==> src/rtl/prim_calc_pkg.sv <==
// Shared types and hex-to-segment decoding for the multi-digit rotary calculator.
package prim_calc_pkg;

    typedef enum logic [1:0] {
        StEnterA  = 2'd0,
        StEnterOp = 2'd1,
        StEnterB  = 2'd2,
        StShow    = 2'd3
    } state_e;

    typedef enum logic [1:0] {
        OpAdd = 2'd0,
        OpSub = 2'd1,
        OpMul = 2'd2,
        OpMax = 2'd3
    } op_e;

    // Segments g..a on bits 6..0, active-high.
    function automatic logic [6:0] hex_to_seg(input logic [3:0] nib);
        logic [6:0] seg;
        seg = 7'h00;
        case (nib)
            4'h0: seg = 7'h3F;
            4'h1: seg = 7'h06;
            4'h2: seg = 7'h5B;
            4'h3: seg = 7'h4F;
            4'h4: seg = 7'h66;
            4'h5: seg = 7'h6D;
            4'h6: seg = 7'h7D;
            4'h7: seg = 7'h07;
            4'h8: seg = 7'h7F;
            4'h9: seg = 7'h6F;
            4'hA: seg = 7'h77;
            4'hB: seg = 7'h7C;
            4'hC: seg = 7'h39;
            4'hD: seg = 7'h5E;
            4'hE: seg = 7'h79;
            4'hF: seg = 7'h71;
        endcase
        return seg;
    endfunction

endpackage

==> src/rtl/rotary_step_decoder.sv <==
// Synchronises and debounces the encoder phases and buttons, and turns the
// debounced levels into single-cycle step/press pulses.
module rotary_step_decoder #(
    parameter int unsigned DEBOUNCE = 16
) (
    input  logic clk,
    input  logic rst,
    input  logic select,
    input  logic restart,
    input  logic rotary_a,
    input  logic rotary_b,
    output logic step_up,
    output logic step_dn,
    output logic select_p,
    output logic restart_p
);

    localparam int unsigned CntW = (DEBOUNCE > 1) ? $clog2(DEBOUNCE) : 1;
    localparam logic [CntW-1:0] CntMax = CntW'(DEBOUNCE - 1);

    // Bit order: 0 = A, 1 = B, 2 = select, 3 = restart.
    logic [3:0] pad;
    logic [3:0] sync1_q, sync2_q, deb_q, deb_dly_q, rise;
    logic [CntW-1:0] cnt_q [4];

    assign pad = {restart, select, rotary_b, rotary_a};

    // Counter tracks how long the synchronised sample has disagreed with the accepted level.
    always_ff @(posedge clk or posedge rst) begin
        if (rst) begin
            sync1_q   <= '0;
            sync2_q   <= '0;
            deb_q     <= '0;
            deb_dly_q <= '0;
            for (int i = 0; i < 4; i++) cnt_q[i] <= '0;
        end else begin
            sync1_q   <= pad;
            sync2_q   <= sync1_q;
            deb_dly_q <= deb_q;
            for (int i = 0; i < 4; i++) begin
                if (sync2_q[i] == deb_q[i]) begin
                    cnt_q[i] <= '0;
                end else if (cnt_q[i] == CntMax) begin
                    deb_q[i] <= sync2_q[i];
                    cnt_q[i] <= '0;
                end else begin
                    cnt_q[i] <= cnt_q[i] + 1'b1;
                end
            end
        end
    end

    assign rise      = deb_q & ~deb_dly_q;
    assign step_up   = rise[0] & ~deb_q[1];
    assign step_dn   = rise[0] & deb_q[1];
    assign select_p  = rise[2];
    assign restart_p = rise[3];

endmodule

==> src/rtl/prim_calc_multi.sv <==
// Rotary-encoder calculator: operand/operator entry FSM, WIDTH-bit ALU and a
// time-multiplexed DIGITS-digit hex seven-segment scan driver.
module prim_calc_multi
    import prim_calc_pkg::*;
#(
    parameter int unsigned WIDTH    = 8,
    parameter int unsigned DIGITS   = 4,
    parameter int unsigned SCAN_DIV = 1024,
    parameter int unsigned DEBOUNCE = 16
) (
    input  logic              clk,
    input  logic              rst,
    input  logic              select,
    input  logic              restart,
    input  logic              rotary_a,
    input  logic              rotary_b,
    output logic [6:0]        seven_segment_out,
    output logic [DIGITS-1:0] seven_segment_digit,
    output logic              led_flag,
    output logic              sync,
    output logic [8+DIGITS:0] io_oeb
);

    localparam int unsigned DispW = 4 * DIGITS;
    localparam int unsigned ScanW = $clog2(SCAN_DIV);
    localparam int unsigned IdxW  = (DIGITS > 1) ? $clog2(DIGITS) : 1;
    localparam logic [ScanW-1:0] ScanMax = ScanW'(SCAN_DIV - 1);
    localparam logic [IdxW-1:0]  IdxMax  = IdxW'(DIGITS - 1);

    logic step_up, step_dn, select_p, restart_p;

    rotary_step_decoder #(
        .DEBOUNCE(DEBOUNCE)
    ) u_decoder (
        .clk      (clk),
        .rst      (rst),
        .select   (select),
        .restart  (restart),
        .rotary_a (rotary_a),
        .rotary_b (rotary_b),
        .step_up  (step_up),
        .step_dn  (step_dn),
        .select_p (select_p),
        .restart_p(restart_p)
    );

    state_e               state_q, state_d;
    op_e                  op_q, op_d;
    logic [WIDTH-1:0]     a_q, a_d, b_q, b_d;
    logic [2*WIDTH-1:0]   res_q, res_d;
    logic                 flag_q, flag_d;

    // ALU; narrow intermediates keep SUB/MAX from being widened before the operation.
    logic [WIDTH:0]       sum;
    logic [WIDTH-1:0]     diff, larger;
    logic [2*WIDTH-1:0]   prod, alu_res;
    logic                 alu_flag;

    assign sum    = {1'b0, a_q} + {1'b0, b_q};
    assign diff   = a_q - b_q;
    assign larger = (a_q > b_q) ? a_q : b_q;
    assign prod   = (2*WIDTH)'(a_q) * (2*WIDTH)'(b_q);

    always_comb begin
        alu_res  = '0;
        alu_flag = 1'b0;
        unique case (op_q)
            OpAdd: begin alu_res = (2*WIDTH)'(sum);    alu_flag = sum[WIDTH];           end
            OpSub: begin alu_res = (2*WIDTH)'(diff);   alu_flag = a_q < b_q;            end
            OpMul: begin alu_res = prod;               alu_flag = |prod[2*WIDTH-1:WIDTH]; end
            OpMax: begin alu_res = (2*WIDTH)'(larger); alu_flag = 1'b0;                 end
        endcase
    end

    // Priority: restart, then select, then a step on the current field.
    always_comb begin
        state_d = state_q;
        a_d     = a_q;
        b_d     = b_q;
        op_d    = op_q;
        res_d   = res_q;
        flag_d  = flag_q;
        if (restart_p) begin
            state_d = StEnterA;
            a_d     = '0;
            b_d     = '0;
            op_d    = OpAdd;
            res_d   = '0;
            flag_d  = 1'b0;
        end else if (select_p) begin
            unique case (state_q)
                StEnterA:  state_d = StEnterOp;
                StEnterOp: state_d = StEnterB;
                StEnterB: begin
                    state_d = StShow;
                    res_d   = alu_res;
                    flag_d  = alu_flag;
                end
                StShow:    state_d = StEnterA;
            endcase
        end else if (step_up || step_dn) begin
            unique case (state_q)
                StEnterA:  a_d  = step_up ? a_q + 1'b1 : a_q - 1'b1;
                StEnterOp: op_d = op_e'(step_up ? op_q + 2'd1 : op_q - 2'd1);
                StEnterB:  b_d  = step_up ? b_q + 1'b1 : b_q - 1'b1;
                StShow:    ;
            endcase
        end
    end

    always_ff @(posedge clk or posedge rst) begin
        if (rst) begin
            state_q <= StEnterA;
            a_q     <= '0;
            b_q     <= '0;
            op_q    <= OpAdd;
            res_q   <= '0;
            flag_q  <= 1'b0;
        end else begin
            state_q <= state_d;
            a_q     <= a_d;
            b_q     <= b_d;
            op_q    <= op_d;
            res_q   <= res_d;
            flag_q  <= flag_d;
        end
    end

    logic [DispW-1:0] disp_val;

    always_comb begin
        disp_val = '0;
        unique case (state_q)
            StEnterA:  disp_val = DispW'(a_q);
            StEnterOp: disp_val = DispW'(op_q);
            StEnterB:  disp_val = DispW'(b_q);
            StShow:    disp_val = DispW'(res_q);
        endcase
    end

    logic [ScanW-1:0]  scan_cnt_q;
    logic [IdxW-1:0]   idx_q;
    logic [6:0]        seg_q;
    logic [DIGITS-1:0] dig_q;
    logic              sync_q;

    // Each wrap latches the digit at idx_q, then moves the index on.
    always_ff @(posedge clk or posedge rst) begin
        if (rst) begin
            scan_cnt_q <= '0;
            idx_q      <= '0;
            seg_q      <= '0;
            dig_q      <= '0;
            sync_q     <= 1'b0;
        end else begin
            sync_q <= 1'b0;
            if (scan_cnt_q == ScanMax) begin
                scan_cnt_q <= '0;
                seg_q      <= hex_to_seg(disp_val[idx_q*4 +: 4]);
                dig_q      <= DIGITS'(1) << idx_q;
                sync_q     <= (idx_q == '0);
                idx_q      <= (idx_q == IdxMax) ? '0 : idx_q + 1'b1;
            end else begin
                scan_cnt_q <= scan_cnt_q + 1'b1;
            end
        end
    end

    assign seven_segment_out   = seg_q;
    assign seven_segment_digit = dig_q;
    assign led_flag            = flag_q;
    assign sync                = sync_q;
    assign io_oeb              = '0;

endmodule
==> config.mk <==
export PLATFORM = sky130hd
export DESIGN_NAME = prim_calc_multi
export DESIGN_NICKNAME = d
export VERILOG_FILES = /design/src/rtl/prim_calc_pkg.sv /design/src/rtl/rotary_step_decoder.sv /design/src/rtl/prim_calc_multi.sv
export SDC_FILE = /design/constraint.sdc
export NUM_CORES = 1
export LEC_CHECK = 0
export CAP_MARGIN = 20
export CORE_MARGIN = 2
export CORE_UTILIZATION = 45
export CTS_BUF_LIST = sky130_fd_sc_hd__clkbuf_8
export CTS_CLUSTER_SIZE = 14
export DETAILED_ROUTE_END_ITERATION = 6
export DONT_BUFFER_PORTS = 1
export GPL_ROUTABILITY_DRIVEN = 0
export HOLD_SLACK_MARGIN = 0.12
export PLACE_DENSITY = 0.68
export SLEW_MARGIN = 20
export SYNTH_ARGS = -nofsm -noshare
export SYNTH_HDL_FRONTEND = slang
export SYNTH_HIERARCHICAL = 1
export SYNTH_SLANG_ARGS = --single-unit
export TNS_END_PERCENT = 50
==> constraint.sdc <==
create_clock -name clk -period 4.75 [get_ports clk]
set_clock_uncertainty 0.1 [all_clocks]
set_input_delay 1.1875 -clock clk [delete_from_list [all_inputs] [get_ports clk]]
set_output_delay 1.1875 -clock clk [all_outputs]
set_load 0.02 [all_outputs]
==> results of run 1 <==
## timing repair
action,CTS,global route
setup buffers,3,11
gates resized for setup,7,57
setup endpoints to repair,1,5
pin swaps,1,35
## state kept, by name, summed over array words and instances, names as in the netlist
register             flops
seven_segment_digit      4
u_decoder/deb_dly_q      3
u_decoder/deb_q          4
op_q                     2
idx_q                    2
b_q                      8
u_decoder/sync2_q        4
seven_segment_out        7
u_decoder/sync1_q        4
res_q                   16
a_q                      8
state_q                  2
led_flag                 1
sync                     1
scan_cnt_q              10
u_decoder/cnt_q         16
## routing by layer
layer | vias to the layer above | part of all wire | GRT usage
met5 | - | 0 | 0
met4 | 0 | 0.025 | 0.0567
met3 | 32 | 0.048 | 0.0341
met2 | 165 | 0.48 | 0.327
met1 | 2901 | 0.45 | 0.269
li1 | 2964 | - | -
## worst reg2reg max path: cells and delay by family, from the launching register on
| family | cells | cell delay [ps] |
|---|---|---|
| adder cells (fa/ha/maj) | 5 | 2240 |
| buffers and inverters | 4 | 380 |
| flip-flops | 1 | 450 |
| AO/OA/AOI/OAI | 5 | 920 |
| AND/OR/NAND/NOR | 2 | 230 |
| XOR/XNOR | 1 | 180 |
## cell type report
| cell class | count | area, um^2 | share of cell area |
|---|---|---|---|
| Multi-Input combinational cell | 647 | 5340 | 0.597 |
| Clock buffer | 9 | 124 | 0.0139 |
| Sequential cell | 92 | 2310 | 0.259 |
| Timing Repair Buffer | 60 | 465 | 0.0521 |
| Inverter | 89 | 335 | 0.0375 |
| Tap cell | 225 | 282 | 0.0315 |
| Clock inverter | 7 | 81.3 | 0.00910 |
## metrics by stage
stage | hold slack [ps] | cells | power [uW] | setup slack (ps) | TNS, ps
6_report | 259 | 1129 | 1470 | 124 | 0
4_1_cts | 266 | 1118 | 1480 | 2.38 | 0
5_1_grt | 278 | 1129 | 1540 | -29.3 | -29.3
3_5_place_dp | 240 | 1099 | 948 | -25.4 | -25.4
2_1_floorplan | 231 | 869 | 926 | 31.4 | 0
3_3_place_gp | 232 | 1099 | 947 | 50.5 | 0
## cell usage after synthesis (15+ instances only)
library cell and number:
a21oi_1 54, and2_1 33, buf_4 16, clkbuf_1 18
dfrtp_1 92, fa_1 40, ha_1 88, inv_1 87
mux2i_1 15, nand2_1 61, nand3_1 16, nor2_1 74
nor2b_1 18, o21ai_0 44, xnor2_1 29, xor2_1 17
## cells by family (layout without fill, tap and decap cells)
group	count (synthesis)	count (layout)
AO/OA/AOI/OAI	184	184
XOR/XNOR	46	46
other	1	13
multiplexers	28	28
AND/OR/NAND/NOR	248	248
adder cells (fa/ha/maj)	128	128
buffers and inverters	130	165
flip-flops	92	92
## cell usage in the layout, fill, tap and decap left out, drive strengths merged, types with 4 or more instances in the layout
| cell | instances |
|---|---|
| fa | 40 |
| o21a | 6 |
| mux2i | 15 |
| o31ai | 4 |
| nor3 | 10 |
| xor2 | 17 |
| a221oi | 9 |
| nor2b | 18 |
| a21o | 8 |
| clkinv | 7 |
| and2 | 34 |
| mux2 | 12 |
| a21oi | 55 |
| xnor2 | 29 |
| nor2 | 74 |
| nand4b | 6 |
| a22oi | 5 |
| nand2 | 61 |
| and3 | 4 |
| conb | 13 |
| nand2b | 6 |
| buf | 60 |
| o21bai | 6 |
| a31oi | 6 |
| dfrtp | 92 |
| inv | 89 |
| clkbuf | 9 |
| a22o | 6 |
| nand3 | 16 |
| ha | 88 |
| or2 | 4 |
| o21ai | 49 |
| a221o | 4 |
| a211oi | 6 |
## power groups by stage
stage / clock, uW / sequential [uW] / combinational (uW)
final: 534 / 809 / 127
after global routing: 584 / 811 / 143
after CTS: 551 / 809 / 125
after detailed placement: 0 / 824 / 124
after global placement: 0 / 823 / 123
after floorplan: 0 / 822 / 104
## worst min path at each step
stage                                end  depth (start not counted)                 start  slack [ps]
detailed placement  u_decoder/sync2_q[0]                          0  u_decoder/sync1_q[0]         240
floorplan           u_decoder/sync2_q[0]                          0  u_decoder/sync1_q[0]         230
global route        u_decoder/sync2_q[2]                          0  u_decoder/sync1_q[2]         280
global placement    u_decoder/sync2_q[2]                          0  u_decoder/sync1_q[2]         230
CTS                 u_decoder/sync2_q[0]                          0  u_decoder/sync1_q[0]         270
finish              u_decoder/sync2_q[2]                          0  u_decoder/sync1_q[2]         260
==> flow_metrics.env, run 1 <==
export IMPL_outcome="finished clean"
export IMPL_cts_buffers=9
export IMPL_first_global_vias=5902
export IMPL_r2r_cells=17
export IMPL_ys_ff_latch=92
export IMPL_area_growth_pct=13.0
export IMPL_syn_avg_cell_area_um2=9.23
export IMPL_synth_top_flop_cell="dfrtp_1"
export IMPL_seq_area_frac_synth=0.291
export IMPL_drt_wirelength_per_cell_um=16.1
export IMPL_synth_largest_area_cell="dfrtp_1"
export IMPL_ios=32
export IMPL_path_clk_slew_ps=100
export IMPL_die_w_um=137
export IMPL_clkPwrFrac=0.363
export IMPL_synthMuxAreaShare=0.0394
export IMPL_grt_max_degree=42
export IMPL_syn_area_um2=7910
export IMPL_cts_hold_buf=0
export IMPL_crit_path_frequent_cell="fa_1"
export IMPL_dr_pass1_iters=5
export IMPL_p_leak_uw=0.00430
export IMPL_drtAntennaViolNets=0
export IMPL_setup_worst_path_start="a_q[4]"
export IMPL_core_um2=17200
export IMPL_swShare=0.284
export IMPL_synth_simple_area_share=0.154
export IMPL_cp_max_fo=5
export IMPL_critPathCapture="led_flag"
export IMPL_synthAdderAreaFrac=0.240
export IMPL_crit_buf_inv=4
export IMPL_drt_iter0_markers=401
export IMPL_post_route_min_period_ps=4630
export IMPL_yosysWarnings=6
export IMPL_ys_types=67
export IMPL_r2r_start="a_q[4]"
export IMPL_clkSinkCount=92
export IMPL_r2r_slack_ps=120
export IMPL_crit_chain="buf_6 -> and2_4 -> fa_1 -> fa_1 -> fa_1 -> inv_1 -> fa_1 -> inv_2 -> ha_4 -> o21a_4 -> o21ai_4 -> a21oi_2 -> buf_4 -> a21oi_2 -> xor2_1 -> nand2_1 -> o41a_1"
export IMPL_crit_cells=17
export IMPL_grt_pass1_wl_mm=29.3
export IMPL_synth_top_area_frac=0.291
export IMPL_synth_top_family_by_area="adder cells"
export IMPL_cts_max_level=3
export IMPL_timing_rr_end="led_flag"
export IMPL_track_usage=0.199
export IMPL_postSynth_asyncResetShare=1.00
export IMPL_crit_path_max_incr_delay_ps=510
export IMPL_syn_inst=857
export IMPL_crit_path_start_kind="flop"
export IMPL_critPathTopFamily="adder cells"
export IMPL_cp_slowest_cell="fa_1"
export IMPL_final_area_um2=8940
export IMPL_drc_errors=0
export IMPL_setup_violations=0
export IMPL_fp_row_count=48
export IMPL_crit_required_ps=4910
export IMPL_dpl_cell_area_um2=8360
export IMPL_p_int_uw=1050
export IMPL_final_nets=1033
export IMPL_period_share=0.974
export IMPL_cts_root_buffer="clkbuf_8"
export IMPL_pwr_share_comb=0.086
export IMPL_fillCellCount=1548
export IMPL_antenna_found_initial=0
export IMPL_drv_slew=0
export IMPL_clock_latency_ps=380
export IMPL_die_area_um2=18700
export IMPL_p_sw_uw=418
export IMPL_fmax_mhz=216
export IMPL_crit_type="flop to flop"
export IMPL_powerDensity_nw_per_um2=164
export IMPL_worst_pin_slew_ps=1040
export IMPL_hold_viol_final=0
export IMPL_hold_path_class="flop to flop"
export IMPL_maxCapViolations=0
export IMPL_endpoint_kind="flop"
export IMPL_initial_core_util=0.459
export IMPL_synth_xor_area_frac=0.0509
export IMPL_layout_drive_gt1_share=0.175
export IMPL_wl_mm=18.2
export IMPL_avgViaCountPerCell=5.37
export IMPL_synth_compound_area_frac=0.153
export IMPL_diodes=0
export IMPL_synth_edf_count=0
export IMPL_slew_headroom=0.309
export IMPL_synth_area_leaders="dfrtp_1 29%, ha_1 14%, fa_1 10%"
export IMPL_arrival_ps=4780
export IMPL_cts_tree="built"
export IMPL_ir_worst_vdd_uv=165
export IMPL_globalRouteOverflowTotal=0
export IMPL_clk_path_buf_depth=2
export IMPL_dpl_hpwl_mm=13.8
export IMPL_die_y_um=137
export IMPL_num_vias=6062
export IMPL_final_core_util=0.519
export IMPL_port_buffers=0
export IMPL_seqPwrFrac=0.550
Power figures use the tool's default switching activity.
==> inputs of run 2 (changes only) <==
Settings changed: CAP_MARGIN 20 to 5, CELL_PAD_IN_SITES_DETAIL_PLACEMENT set to 1, CELL_PAD_IN_SITES_GLOBAL_PLACEMENT set to 2, CORE_UTILIZATION 45 to 39, PLACE_DENSITY 0.68 to 0.86.
==> flow_metrics.env, run 2 (synthesis gave the netlist of run 1 again) <==
export IMPL_die_w_um=146
export IMPL_worst_pin_slew_ps=1090
export IMPL_arrival_ps=4850
export IMPL_r2r_slack_ps=80
export IMPL_cts_root_buffer="clkbuf_8"
export IMPL_crit_required_ps=4930
export IMPL_crit_path_frequent_cell="fa_1"
export IMPL_cp_slowest_cell="fa_1"
export IMPL_drtAntennaViolNets=0
export IMPL_final_common_cell="dfrtp_1"
export IMPL_powerDensity_nw_per_um2=165
export IMPL_cp_max_fo=4
export IMPL_period_share=0.982
export IMPL_clkSinkCount=92
export IMPL_crit_type="flop to flop"
export IMPL_globalRouteOverflowTotal=0
export IMPL_hold_viol_final=0
export IMPL_crit_buf_inv=3
export IMPL_maxCapViolations=0
export IMPL_place_ws_ps=-110
export IMPL_cts_max_level=3
export IMPL_diodes=0
export IMPL_fp_row_count=52
export IMPL_setup_violations=0
export IMPL_avgViaCountPerCell=5.32
export IMPL_outcome="finished clean"
export IMPL_grt_max_degree=41
export IMPL_hold_path_class="flop to flop"
export IMPL_fmax_mhz=214
export IMPL_first_global_vias=6703
export IMPL_whs_path_depth=0
export IMPL_dr_pass1_iters=5
export IMPL_wl_mm=21.7
export IMPL_drc_errors=0
export IMPL_crit_chain="buf_4 -> and2_4 -> fa_1 -> fa_1 -> fa_1 -> inv_2 -> fa_1 -> inv_2 -> ha_4 -> o21a_4 -> o21ai_4 -> o2bb2ai_4 -> o21ai_2 -> xnor2_1 -> nand2_1 -> o41a_1"
export IMPL_crit_path_start_kind="flop"
export IMPL_port_buffers=0
export IMPL_core_um2=20100
export IMPL_cts_tree="built"
export IMPL_antenna_found_initial=0
export IMPL_crit_path_max_incr_delay_ps=570
export IMPL_num_vias=6325
export IMPL_p_leak_uw=0.00438
export IMPL_ir_worst_vdd_uv=106
export IMPL_initial_core_util=0.394
export IMPL_clk_path_buf_depth=2
export IMPL_drv_slew=0
export IMPL_setup_slack_ps=83.3
export IMPL_dpl_hpwl_mm=16.7
export IMPL_die_y_um=146
export IMPL_drt_wirelength_per_cell_um=18.3
export IMPL_area_growth_pct=14.6
export IMPL_drt_iter0_markers=316
export IMPL_power_uw=1500
export IMPL_largest_registers="res_q x16, u_decoder/cnt_q x16, scan_cnt_q x10"
export IMPL_ios=32
export IMPL_layout_common_cells="83 x dfrtp_1, 82 x ha_1, 81 x inv_1"
export IMPL_grt_pass1_wl_mm=34.5
export IMPL_crit_cells=16
export IMPL_slew_headroom=0.271
export IMPL_cts_hold_buf=0
export IMPL_cts_buffers=9
export IMPL_post_route_min_period_ps=4670
export IMPL_track_usage=0.201
export IMPL_path_clk_slew_ps=110
export IMPL_layout_drive_gt1_share=0.181
export IMPL_clock_latency_ps=400
export IMPL_die_area_um2=21400
export IMPL_endpoint_kind="flop"
export IMPL_critPathTopFamily="adder cells"
export IMPL_r2r_cells=16
export IMPL_final_nets=1047
## run 2: cell types whose count changed in the layout (fill, tap and decap cells not counted), moves of 2 or more
cell and change:
buf_4 +18, inv_2 +2, nor2_2 -3, a21oi_2 -2, inv_1 -2, clkinv_4 -2, ha_1 +2, nand2_1 +2
inv_6 +3, nand2_2 -3, nor2_1 +2, buf_6 -4
## run 2: final cells by class
cell class                      instances  area [um^2]
Fill cell                            2311        11000
Multi-Input combinational cell        647         5330
Sequential cell                        92         2310
Timing Repair Buffer                   74          556
Tap cell                              270          338
Inverter                               89          335
Clock buffer                            9          124
Clock inverter                          7         73.8
## run 2: final timing paths
kind | startpoint | endpoint
setup / recovery | b_q[2] | led_flag
hold / removal | u_decoder/sync1_q[3] | u_decoder/sync2_q[3]
setup reg to reg | b_q[2] | led_flag
hold reg to reg | u_decoder/sync1_q[3] | u_decoder/sync2_q[3]
max in group asynchronous | rst | idx_q[1]
min in group asynchronous | rst | u_decoder/cnt_q[10]
## run 2: power breakdown
part / total (uW) / switching [uW] / internal (uW)
clock: 558 / 349 / 209
sequential: 809 / 12.7 / 796
combinational: 132 / 85.6 / 46.1
total: 1500 / 448 / 1050
## run 2: repair_timing
action / CTS / global route
setup endpoints to repair: 1 / 2
endpoints found under the hold margin: 0 / 0
pin swaps: 1 / 34
setup buffers: 4 / 19
resized for setup: 9 / 49
## run 2: layer usage
layer	part of all wire	wire length, um	global-route usage
met1	0.44	9620	0.260
met2	0.50	10900	0.346
met3	0.032	684	0.0306
met4	0.024	522	0.0641
met5	0	0	0
## run 2: worst reg2reg max path, stage by stage (launching register included)
cell and delay, ps:
dfrtp_2 450, buf_4 140, and2_4 150, fa_1 570, fa_1 440, fa_1 510, inv_2 40, fa_1 490
inv_2 50, ha_4 240, o21a_4 230, o21ai_4 220, o2bb2ai_4 170, o21ai_2 90, xnor2_1 170, nand2_1 80
o41a_1 410
## run 2: metrics by stage
| step | util | hold WS, ps | cell area [um^2] | TNS [ps] | cells |
|---|---|---|---|---|---|
| finish | 0.451 | 267 | 9070 | 0 | 1188 |
| global route | 0.451 | 273 | 9070 | -48.9 | 1188 |
| CTS | 0.434 | 271 | 8730 | 0 | 1169 |
| detailed placement | 0.420 | 243 | 8450 | -110 | 1149 |
| global placement | 0.420 | 231 | 8450 | 0 | 1149 |
| floorplan | - | 231 | 7960 | 0 | 869 |
==> inputs of run 3 (changes only) <==
Settings changed: CORE_UTILIZATION 39 to 43, PLACE_DENSITY 0.86 to 0.89.
Clock period 4.75 ns to 4.55 ns, I/O delays scaled along.
==> flow_metrics.env, run 3 (synthesis gave the netlist of run 1 again) <==
export IMPL_final_common_cell="dfrtp_1"
export IMPL_violations="setup timing"
export IMPL_largest_registers="res_q x16, u_decoder/cnt_q x16, scan_cnt_q x10"
export IMPL_crit_path_start_kind="flop"
export IMPL_core_um2=18000
export IMPL_clk_path_buf_depth=2
export IMPL_whs_ps=262
export IMPL_initial_core_util=0.439
export IMPL_grt_pass1_wl_mm=34.9
export IMPL_drt_iter0_markers=319
export IMPL_layout_common_cells="85 x dfrtp_1, 81 x ha_1, 78 x inv_1"
export IMPL_cts_buffers=9
export IMPL_fp_row_count=49
export IMPL_post_route_min_period_ps=4600
export IMPL_num_vias=6355
export IMPL_drt_wirelength_per_cell_um=18.6
export IMPL_crit_required_ps=4720
export IMPL_powerDensity_nw_per_um2=171
export IMPL_final_core_util=0.504
export IMPL_dr_pass1_iters=5
export IMPL_crit_chain="inv_2 -> nor2_1 -> fa_2 -> fa_1 -> inv_1 -> fa_1 -> fa_1 -> inv_1 -> ha_4 -> a21o_1 -> a2bb2oi_4 -> nand2_1 -> a211oi_2 -> or2_4 -> nand4b_1 -> o41a_1"
export IMPL_arrival_ps=4770
export IMPL_layout_drive_gt1_share=0.197
export IMPL_fillCellCount=2115
export IMPL_rsz0062_at_grt="true"
export IMPL_crit_cells=16
export IMPL_r2r_cells=16
export IMPL_antenna_found_initial=0
export IMPL_clock_latency_ps=390
export IMPL_globalRouteOverflowTotal=0
export IMPL_setup_violations=1
export IMPL_hold_path_class="flop to flop"
export IMPL_die_w_um=140
export IMPL_p_leak_uw=0.00440
export IMPL_maxCapViolations=0
export IMPL_crit_path_max_incr_delay_ps=540
export IMPL_final_nets=1053
export IMPL_crit_type="flop to flop"
export IMPL_cts_root_buffer="clkbuf_8"
export IMPL_dpl_hpwl_mm=16.5
export IMPL_area_growth_pct=14.9
export IMPL_drv_slew=0
export IMPL_crit_buf_inv=3
export IMPL_place_ws_ps=-156
export IMPL_diodes=0
export IMPL_whs_path_depth=0
export IMPL_die_area_um2=19500
export IMPL_drtAntennaViolNets=0
export IMPL_setup_slack_ps=-46.3
export IMPL_path_clk_slew_ps=100
export IMPL_period_share=1.01
export IMPL_slew_headroom=0.251
export IMPL_track_usage=0.223
export IMPL_cts_tree="built"
export IMPL_grt_max_degree=43
export IMPL_die_y_um=140
export IMPL_first_global_vias=6704
export IMPL_hold_viol_final=0
export IMPL_critPathTopFamily="adder cells"
export IMPL_fmax_mhz=218
export IMPL_endpoint_kind="flop"
export IMPL_outcome="finished, violations left"
export IMPL_clkSinkCount=92
export IMPL_ir_worst_vdd_uv=134
export IMPL_ios=32
export IMPL_worst_pin_slew_ps=1120
export IMPL_avgViaCountPerCell=5.51
export IMPL_cp_max_fo=5
export IMPL_crit_path_frequent_cell="fa_1"
export IMPL_cts_max_level=3
export IMPL_wl_mm=21.4
export IMPL_cp_slowest_cell="fa_1"
export IMPL_port_buffers=0
export IMPL_drc_errors=0
-- run 3: power by group --
group | switching (uW) | internal (uW) | leakage [uW] | total [uW]
Clock | 352 | 219 | 0.000103 | 571
Combinational | 88.6 | 48.8 | 0.00307 | 137
Sequential | 13.8 | 831 | 0.00123 | 845
-- run 3: worst paths after layout --
check                                           from              endpoint  slack [ps]
worst max-delay path                          b_q[4]              led_flag         -50
worst min-delay path            u_decoder/sync1_q[3]  u_decoder/sync2_q[3]         260
worst max register to register                b_q[4]              led_flag         -50
worst min register to register  u_decoder/sync1_q[3]  u_decoder/sync2_q[3]         260
max in group asynchronous                        rst                b_q[4]        2810
min in group asynchronous                        rst    u_decoder/cnt_q[8]         590
-- run 3: layout make-up --
class                           count  area (um^2)  share of cell area
Clock inverter                      7         76.3             0.00840
Tap cell                          229          287              0.0315
Inverter                           89          343              0.0377
Timing Repair Buffer               80          612              0.0673
Clock buffer                        9          124              0.0136
Sequential cell                    92         2310               0.254
Multi-Input combinational cell    647         5340               0.587
-- run 3: per-stage QoR --
stage	cells	power, uW	TNS, ps	area, um^2
2_1_floorplan	869	967	0	8000
3_3_place_gp	1121	992	-68.2	8530
3_5_place_dp	1121	996	-275	8530
4_1_cts	1145	1580	-12.7	8900
5_1_grt	1153	1620	-457	9090
6_report	1153	1550	-46.3	9090
-- run 3: timing repair --
action / CTS / global route
buffers inserted: 8 / 8
hold buffers: 0 / 0
cloned: 0 / 0
pin swaps: 24 / 31
resized for setup: 27 / 40
endpoints found under the setup margin: 2 / 6
-- run 3: routing by layer --
layer,track usage,up-vias,routed length [um]
met5,0,-,0
met4,0.0679,0,565
met3,0.0279,39,824
met2,0.382,144,10400
met1,0.297,3171,9620
li1,-,3001,-
